File: src/rtl/dipsw_poll_pkg.sv
// Shared definitions for the DIP-switch PIO poll sequencer: FSM states,
// PIO register offsets and timestamp width.
package dipsw_poll_pkg;

    typedef enum logic [2:0] {
        IDLE,
        EDGE_ADDR,
        EDGE_CAP,
        CLEAR,
        DATA_ADDR,
        DATA_CAP,
        EMIT
    } poll_state_t;

    localparam logic [1:0] PIO_DATA = 2'd0;
    localparam logic [1:0] PIO_EDGE = 2'd3;

    localparam int TS_WIDTH = 16;

    // Counter width able to hold interval-1, never narrower than one bit.
    function automatic int timer_width(input int interval);
        return (interval > 1) ? $clog2(interval) : 1;
    endfunction

endpackage

File: src/rtl/dipsw_poll_timer.sv
// Loadable down-counter with zero flag; paces the idle gap between PIO polls.
module dipsw_poll_timer #(
    parameter int CW = 10
) (
    input  logic          clk,
    input  logic          reset_n,
    input  logic          load,
    input  logic          enable,
    input  logic [CW-1:0] load_value,
    output logic          zero
);

    logic [CW-1:0] count;

    // Reset behaves like a load so the first idle period after reset is full length.
    always_ff @(posedge clk) begin
        if (!reset_n || load) begin
            count <= load_value;
        end else if (enable && (count != '0)) begin
            count <= count - 1'b1;
        end
    end

    assign zero = (count == '0);

endmodule

File: src/rtl/dipsw_poll_sequencer.sv
// Polls a PIO edge-capture register, clears it, reads switch levels and emits
// a ready/valid event. Define DIPSW_POLL_TIMESTAMP_EN to add the evt_time output.
module dipsw_poll_sequencer
    import dipsw_poll_pkg::*;
#(
    parameter int WIDTH         = 2,
    parameter int POLL_INTERVAL = 1000
) (
    input  logic             clk,
    input  logic             reset_n,
    output logic [1:0]       pio_address,
    output logic             pio_chipselect,
    output logic             pio_write_n,
    output logic [31:0]      pio_writedata,
    input  logic [31:0]      pio_readdata,
    output logic             evt_valid,
    input  logic             evt_ready,
    output logic [WIDTH-1:0] evt_edges,
    output logic [WIDTH-1:0] evt_level
`ifdef DIPSW_POLL_TIMESTAMP_EN
    ,
    output logic [TS_WIDTH-1:0] evt_time
`endif
);

    localparam int CW = timer_width(POLL_INTERVAL);

    poll_state_t      state;
    logic [WIDTH-1:0] edge_q;
    logic [WIDTH-1:0] level_q;
    logic [WIDTH-1:0] rd_bits;
    logic             timer_zero;
    logic             unused_readdata;

    assign rd_bits         = pio_readdata[WIDTH-1:0];
    assign unused_readdata = ^pio_readdata;

    // Timer reloads in every non-idle state, so it holds POLL_INTERVAL-1 on IDLE entry.
    dipsw_poll_timer #(
        .CW(CW)
    ) u_timer (
        .clk       (clk),
        .reset_n   (reset_n),
        .load      (state != IDLE),
        .enable    (state == IDLE),
        .load_value(CW'(POLL_INTERVAL - 1)),
        .zero      (timer_zero)
    );

    always_ff @(posedge clk) begin
        if (!reset_n) begin
            state          <= IDLE;
            edge_q         <= '0;
            level_q        <= '0;
            evt_valid      <= 1'b0;
            pio_address    <= PIO_DATA;
            pio_chipselect <= 1'b0;
            pio_write_n    <= 1'b1;
            pio_writedata  <= '0;
        end else begin
            pio_chipselect <= 1'b0;
            pio_write_n    <= 1'b1;
            pio_writedata  <= '0;
            case (state)
                IDLE: begin
                    if (timer_zero) begin
                        state       <= EDGE_ADDR;
                        pio_address <= PIO_EDGE;
                    end
                end
                EDGE_ADDR: begin
                    state <= EDGE_CAP;
                end
                EDGE_CAP: begin
                    edge_q <= rd_bits;
                    if (rd_bits == '0) begin
                        state       <= IDLE;
                        pio_address <= PIO_DATA;
                    end else begin
                        state          <= CLEAR;
                        pio_chipselect <= 1'b1;
                        pio_write_n    <= 1'b0;
                        pio_writedata  <= '1;
                    end
                end
                CLEAR: begin
                    state       <= DATA_ADDR;
                    pio_address <= PIO_DATA;
                end
                DATA_ADDR: begin
                    state <= DATA_CAP;
                end
                DATA_CAP: begin
                    level_q   <= rd_bits;
                    evt_valid <= 1'b1;
                    state     <= EMIT;
                end
                EMIT: begin
                    // Polling stalls here; edges keep accumulating in the PIO capture.
                    if (evt_ready) begin
                        evt_valid <= 1'b0;
                        state     <= IDLE;
                    end
                end
                default: begin
                    state       <= IDLE;
                    evt_valid   <= 1'b0;
                    pio_address <= PIO_DATA;
                end
            endcase
        end
    end

    assign evt_edges = edge_q;
    assign evt_level = level_q;

`ifdef DIPSW_POLL_TIMESTAMP_EN
    logic [TS_WIDTH-1:0] ts_count;
    logic [TS_WIDTH-1:0] ts_q;

    always_ff @(posedge clk) begin
        if (!reset_n) begin
            ts_count <= '0;
            ts_q     <= '0;
        end else begin
            ts_count <= ts_count + 1'b1;
            if (state == EDGE_CAP) begin
                ts_q <= ts_count;
            end
        end
    end

    assign evt_time = ts_q;
`endif

endmodule

File: config.mk
export PLATFORM = sky130hd
export DESIGN_NAME = dipsw_poll_sequencer
export DESIGN_NICKNAME = d
export VERILOG_FILES = /design/src/rtl/dipsw_poll_pkg.sv /design/src/rtl/dipsw_poll_timer.sv /design/src/rtl/dipsw_poll_sequencer.sv
export SDC_FILE = /design/constraint.sdc
export NUM_CORES = 1
export LEC_CHECK = 0
export CAP_MARGIN = 20
export CORE_MARGIN = 5
export CORE_UTILIZATION = 37
export DETAILED_ROUTE_END_ITERATION = 10
export PLACE_DENSITY = 0.91
export SYNTH_ARGS = -nofsm -noshare
export SYNTH_HDL_FRONTEND = slang
export SYNTH_SLANG_ARGS = --single-unit
File: constraint.sdc
create_clock -name clk -period 1.6 [get_ports clk]
set_clock_uncertainty 0.05 [all_clocks]
set_input_delay 0.16 -clock clk [delete_from_list [all_inputs] [get_ports clk]]
set_output_delay 0.16 -clock clk [all_outputs]
set_load 0.005 [all_outputs]
==> results_dict.tcl, run 1 <==
set metrics [dict create \
    yosys.area.top_type "dfxtp_1" \
    min_to "evt_edges[1]" \
    clock_path_buffers 2 \
    start_util 0.375 \
    drive_gt1_frac 0.124 \
    status "complete, no violations" \
    use_met1 0.125 \
    synthFlopType "dfxtp_1" \
    path_class "reg -> out" \
    end_kind "output port" \
    cts_root_buf "clkbuf_4" \
    min_period_ns 1.54 \
    synth_area_leaders "dfxtp_1, buf_4, nand2_1, nor2b_1, o21ai_0" \
    async_flop_share 0 \
    place_area_mm2 0.00154 \
    instances_no_fill 216 \
    grtUsageMet3 0.0283 \
    clkLatencyLatePin_ns 0.30 \
    critical_path_peak_fanout 17 \
    syn_area_mm2 0.00123 \
    ir_worst_vdd_mv 0.482 \
    synth.top_cell.area_share 0.341 \
    rsz0062_at_grt "true" \
    synth_xor_area_frac 0.0142 \
    htreeDepth 1 \
    clkTransAtPathRegs_ns 0.12 \
    r2r_cells 4 \
    post-route-period-util 0.963 \
    worst_pin_slew_ns 0.404 \
    syn2layout_area_growth_pct 35.3 \
    hold_depth 3 \
    critPathMaxStageDelay_ns 0.51 \
    synth_simple_gate_area_share 0.273 \
    antenna_cells 0 \
    final_antenna_net_count 0 \
    finalHoldViolCount 0 \
    clock.fmax_ghz 0.649 \
    worstHoldStart "pio_readdata[1]" \
    drt_wl_total_mm 2.48 \
    rows 21 \
    grt_pass1_wl_mm 3.55 \
    yosysUniqueCellTypes 35 \
    p_leak_nw 0.948 \
    gp_congestion 0.782 \
    grt_use_met2 0.160 \
    grt_max_degree 34 \
    drt-initial-drc-count 35 \
    synth_seq_cells 21 \
    reg2reg_from "u_timer.count[3]" \
    core_mm2 0.00328 \
    postSynthCellCount 149 \
    viasPerCell 4.79 \
    via_count 1035 \
    grt-ovfl-total 0 \
    wl_per_cell_um 11.5 \
    crit_buf_inv 2 \
    antenna_found_initial 0 \
    postLayoutCellArea_mm2 0.00167 \
    grt_pass1_vias 843 \
    fillers 301 \
    yosysMostFrequentCell "buf_4" \
    die_h_um 67.7 \
    busiest_layer "met2" \
    drt_pass1_iterations 4 \
    worst_setup_path_start_kind "flip-flop" \
    dp.cells 210 \
    numCtsBuffers 3 \
    cap_violations 0 \
    yosysWarnings 0 \
    tns_ns 0 \
    worst-r2r-setup-slack_ns 0.06 \
    critical_path.top_delay_family "buffers and inverters" \
    syn_area_per_cell_um2 8.27 \
    nets 207 \
    critPathSlowestCell "clkdlybuf4s50_1" \
    synth-seq-area-share 0.341 \
    hold_buffers 0 \
    syn-num-nets 185 \
    min_path_type "in -> reg" \
    portBuffers 45 \
    drc 0 \
    tritoncts "yes" \
    drv_slew 0 \
    die_x_um 67.7 \
    cp.required_ns 1.39 \
    ys_top_cells_by_count "buf_4, dfxtp_1, nand2_1" \
    yosys.area_share.adder 0.0102 \
    reg2reg_to "u_timer.count[1]" \
    fp.dieArea_mm2 0.00459 \
    setup_viol 0 \
    place_ws_ns 0.0483 \
    crit_arrival_ns 1.33 \
    final_util 0.508 \
    cts.sinks 21 \
    grt_use_total 0.0985 \
    synth_compound_area_frac 0.106 \
    setup_ws_ns 0.0586 \
    dp_hpwl_mm 1.75 \
    synth_top_family_by_area "simple AND/OR/NAND/NOR gates" \
    muxShareOfSynthArea 0.0244 \
    synth_edf_count 0 \
    slew_headroom 0.728 \
    path_cells "buf_12 -> clkdlybuf4s50_1" \
    io_pins 76 \
    pwr_density_cell_mw_per_mm2 520 \
]
[kinds of logic (layout without fill, tap and decap cells)]
kind of cell / Yosys count / after routing
adder cells (fa/ha/maj): 1 / 1
AND/OR/NAND/NOR: 58 / 58
buffers and inverters: 42 / 63
XOR/XNOR: 2 / 2
multiplexers: 3 / 3
AO/OA/AOI/OAI: 22 / 22
flip-flops: 21 / 21
[layout make-up]
cell class                      count  area (um2)  area share
Tap cell                           46        57.6      0.0345
Timing Repair Buffer               54         598       0.359
Sequential cell                    21         425       0.255
Multi-Input combinational cell     86         541       0.324
Clock buffer                        3        22.5      0.0135
Clock inverter                      1        5.00     0.00300
Inverter                            5        18.8      0.0113
[through the flow]
step / hold slack [ns] / power, mW
4_1_cts: 0.425 / 0.868
6_report: 0.426 / 0.867
3_5_place_dp: 0.423 / 0.618
2_1_floorplan: 0.232 / 0.584
3_3_place_gp: 0.415 / 0.616
5_1_grt: 0.454 / 0.909
[registers in the layout, summed over array words and instances, names as in the netlist]
signal / count
evt_edges: 2
evt_level: 2
evt_valid: 1
pio_address: 1
pio_write_n: 1
pio_writedata: 1
state: 3
u_timer.count: 10
[per-layer routing]
metal,vias to the layer above,part of all wire
li1,514,-
met1,472,0.44
met2,45,0.45
met3,4,0.11
met4,0,0.0089
met5,-,0
[placed cells by master (no fill, tap or decap), types with 5 or more instances in the layout]
cell and n:
nand2_1 14, dlymetal6s2s_1 20, dfxtp_1 19, nor2b_1 6, clkdlybuf4s50_1 25, inv_1 5, a21oi_1 5, nor3_1 6
buf_4 7, nor2_1 7, o21ai_0 7
[worst min-delay path, stage by stage]
cell and delay (ns):
clkdlybuf4s50_1 0.45, nand2_1 0.08, a21boi_1 0.05
[power by group]
part / switching, mW / internal, mW / total [mW]
registers: 0.00811 / 0.532 / 0.540
clock network: 0.162 / 0.0932 / 0.255
logic: 0.0301 / 0.0420 / 0.0721
total: 0.200 / 0.667 / 0.867
[worst max-delay path by stage]
stage | startpoint | end | slack [ns] | depth (start not counted)
3_5_place_dp | u_timer.count[1] | u_timer.count[1] | 0.05 | 6
2_1_floorplan | u_timer.count[0] | u_timer.count[9] | 0.14 | 6
5_1_grt | u_timer.count[3] | state[0] | -0.02 | 3
6_report | pio_writedata[30] | pio_writedata[9] | 0.06 | 2
4_1_cts | u_timer.count[1] | u_timer.count[1] | 0.01 | 6
3_3_place_gp | u_timer.count[1] | u_timer.count[9] | 0.09 | 6
[timing repair]
item,CTS,global route
gates resized for setup,1,25
setup buffers,0,1
setup endpoints to repair,1,40
cloned,0,1
Power figures use the tool's default switching activity.
==> inputs of run 2 (changes only) <==
- CAP_MARGIN: 20 -> default
- SETUP_SLACK_MARGIN: default -> 0.02
==> run 2 against run 1 <==
Critical path depth up 4. Flip-flop and latch count unchanged. Clock power about the same. Routed wire length up 2.8%.
==> results_dict.tcl, run 2 (synthesis results as in run 1) <==
set metrics [dict create \
    fillers 285 \
    viasPerCell 4.80 \
    grt-ovfl-total 0 \
    antenna_found_initial 0 \
    pwr_density_cell_mw_per_mm2 501 \
    syn2layout_area_growth_pct 41.4 \
    p_sw_frac 0.233 \
    p_clk_frac 0.293 \
    grt_pass1_wl_mm 3.71 \
    min_path_type "in -> reg" \
    post-route-period-util 0.943 \
    p_leak_nw 1.23 \
    worstHoldStart "pio_readdata[1]" \
    final_antenna_net_count 0 \
    slew_headroom 0.752 \
    startpoint "u_timer.count[0]" \
    via_count 1051 \
    cts.sinks 21 \
    rows 21 \
    seqCellArea_um2 427 \
    crit_arrival_ns 1.67 \
    combPwrFrac 0.087 \
    r2r_cells 6 \
    cp.required_ns 1.76 \
    portBuffers 45 \
    htreeDepth 1 \
    holdWs_ns 0.422 \
    tns_ns 0 \
    numCtsBuffers 3 \
    grt_max_degree 18 \
    die_h_um 67.7 \
    power_mw 0.873 \
    reg2reg_from "u_timer.count[0]" \
    seq_power_share 0.620 \
    rsz0062_at_grt "false" \
    power_switching_mw 0.204 \
    cap_violations 0 \
    clock_path_buffers 2 \
    drv_slew 0 \
    start_util 0.375 \
    cts_root_buf "clkbuf_4" \
    io_pins 76 \
    postLayoutCellArea_mm2 0.00174 \
    drc 0 \
    worst_setup_path_start_kind "flip-flop" \
    die_x_um 67.7 \
    layout_commonest_cell "dlymetal6s2s_1" \
    drt-initial-drc-count 38 \
    clkTransAtPathRegs_ns 0.12 \
    instances_no_fill 219 \
    drt_wl_total_mm 2.55 \
    worst-r2r-setup-slack_ns 0.09 \
    regMostFlops "u_timer.count" \
    largest_register_ffs 10 \
    antenna_cells 0 \
    place_area_mm2 0.00154 \
    clock.fmax_ghz 0.663 \
    worst_pin_slew_ns 0.362 \
    grt_pass1_vias 871 \
    clkLatencyLatePin_ns 0.30 \
    final_cell_mix "dlymetal6s2s_1, dfxtp_1, nand2_1, clkdlybuf4s50_1, buf_4" \
    dp.cells 210 \
    status "complete, no violations" \
    critical_path_peak_fanout 4 \
    tritoncts "yes" \
    min_to "evt_edges[1]" \
    drive_gt1_frac 0.145 \
    nets 210 \
    drt_pass1_iterations 4 \
    setup_viol 0 \
    hold_depth 3 \
    reg2reg_to "u_timer.count[9]" \
    gp_congestion 0.782 \
    reg.largest.list "u_timer.count x10, state x3" \
    wl_per_cell_um 11.6 \
    p_int_mw 0.669 \
    multi_input_area_um2 557 \
    dp_hpwl_mm 1.75 \
    end_kind "flip-flop" \
    core_mm2 0.00328 \
    finalHoldViolCount 0 \
    ir_worst_vdd_mv 0.483 \
    path_class "reg -> reg" \
    grt_use_total 0.103 \
    min_period_ns 1.51 \
    fp.dieArea_mm2 0.00459 \
]
run 2: cell types whose count changed in the layout (fill, tap and decap cells not counted), sizes merged:
cell           change
clkdlybuf4s50     -13
dlymetal6s2s      +13
buf                +4
clkbuf             -1
run 2: power groups by stage:
| stage | registers, mW | clock network (mW) | logic (mW) |
|---|---|---|---|
| after floorplan | 0.552 | 0 | 0.0316 |
| after global placement | 0.553 | 0 | 0.0639 |
| after detailed placement | 0.553 | 0 | 0.0656 |
| after CTS | 0.540 | 0.261 | 0.0662 |
| after global routing | 0.542 | 0.288 | 0.0840 |
| final | 0.541 | 0.256 | 0.0761 |
run 2: how the worst max path moves through the flow:
stage	endpoint	slack, ns	cells after the start
6_report	u_timer.count[9]	0.09	6
5_1_grt	u_timer.count[9]	0.01	6
4_1_cts	pio_writedata[13]	0.02	2
3_5_place_dp	u_timer.count[1]	0.05	6
3_3_place_gp	u_timer.count[9]	0.09	6
2_1_floorplan	u_timer.count[9]	0.14	6
run 2: through the flow:
step	worst slack, ns	util
finish	0.0906	0.531
global route	0.0145	0.531
CTS	0.0206	0.488
floorplan	0.142	-
global placement	0.0947	0.469
detailed placement	0.0483	0.469
run 2: critical path, stage by stage (launching register included):
cell and delay, ns:
dfxtp_2 0.34, inv_1 0.09, ha_4 0.15, or3b_2 0.45, nand4_1 0.12, xor2_1 0.16
nand2_1 0.06
run 2: layout make-up:
type,count,share of cell area
clock inverter,1,0.00287
clock buffer,3,0.0129
sequential,21,0.245
tap,46,0.0330
inverter,5,0.0108
multi-input combinational,86,0.319
timing repair buffer,57,0.376
run 2: routing by layer:
layer	part of all wire	GRT usage
met5	0	0
met4	0.0086	0.0304
met3	0.13	0.0283
met2	0.44	0.176
met1	0.43	0.126
run 2: timing repair:
| action | 4_1_cts | 5_1_grt |
|---|---|---|
| endpoints found under the hold margin | 0 | 0 |
| gates cloned | 1 | 0 |
| pin swaps | 0 | 1 |
| hold buffers | 0 | 0 |
| setup endpoints to repair | 34 | 40 |
| buffers inserted | 0 | 4 |
| resized for setup | 4 | 39 |
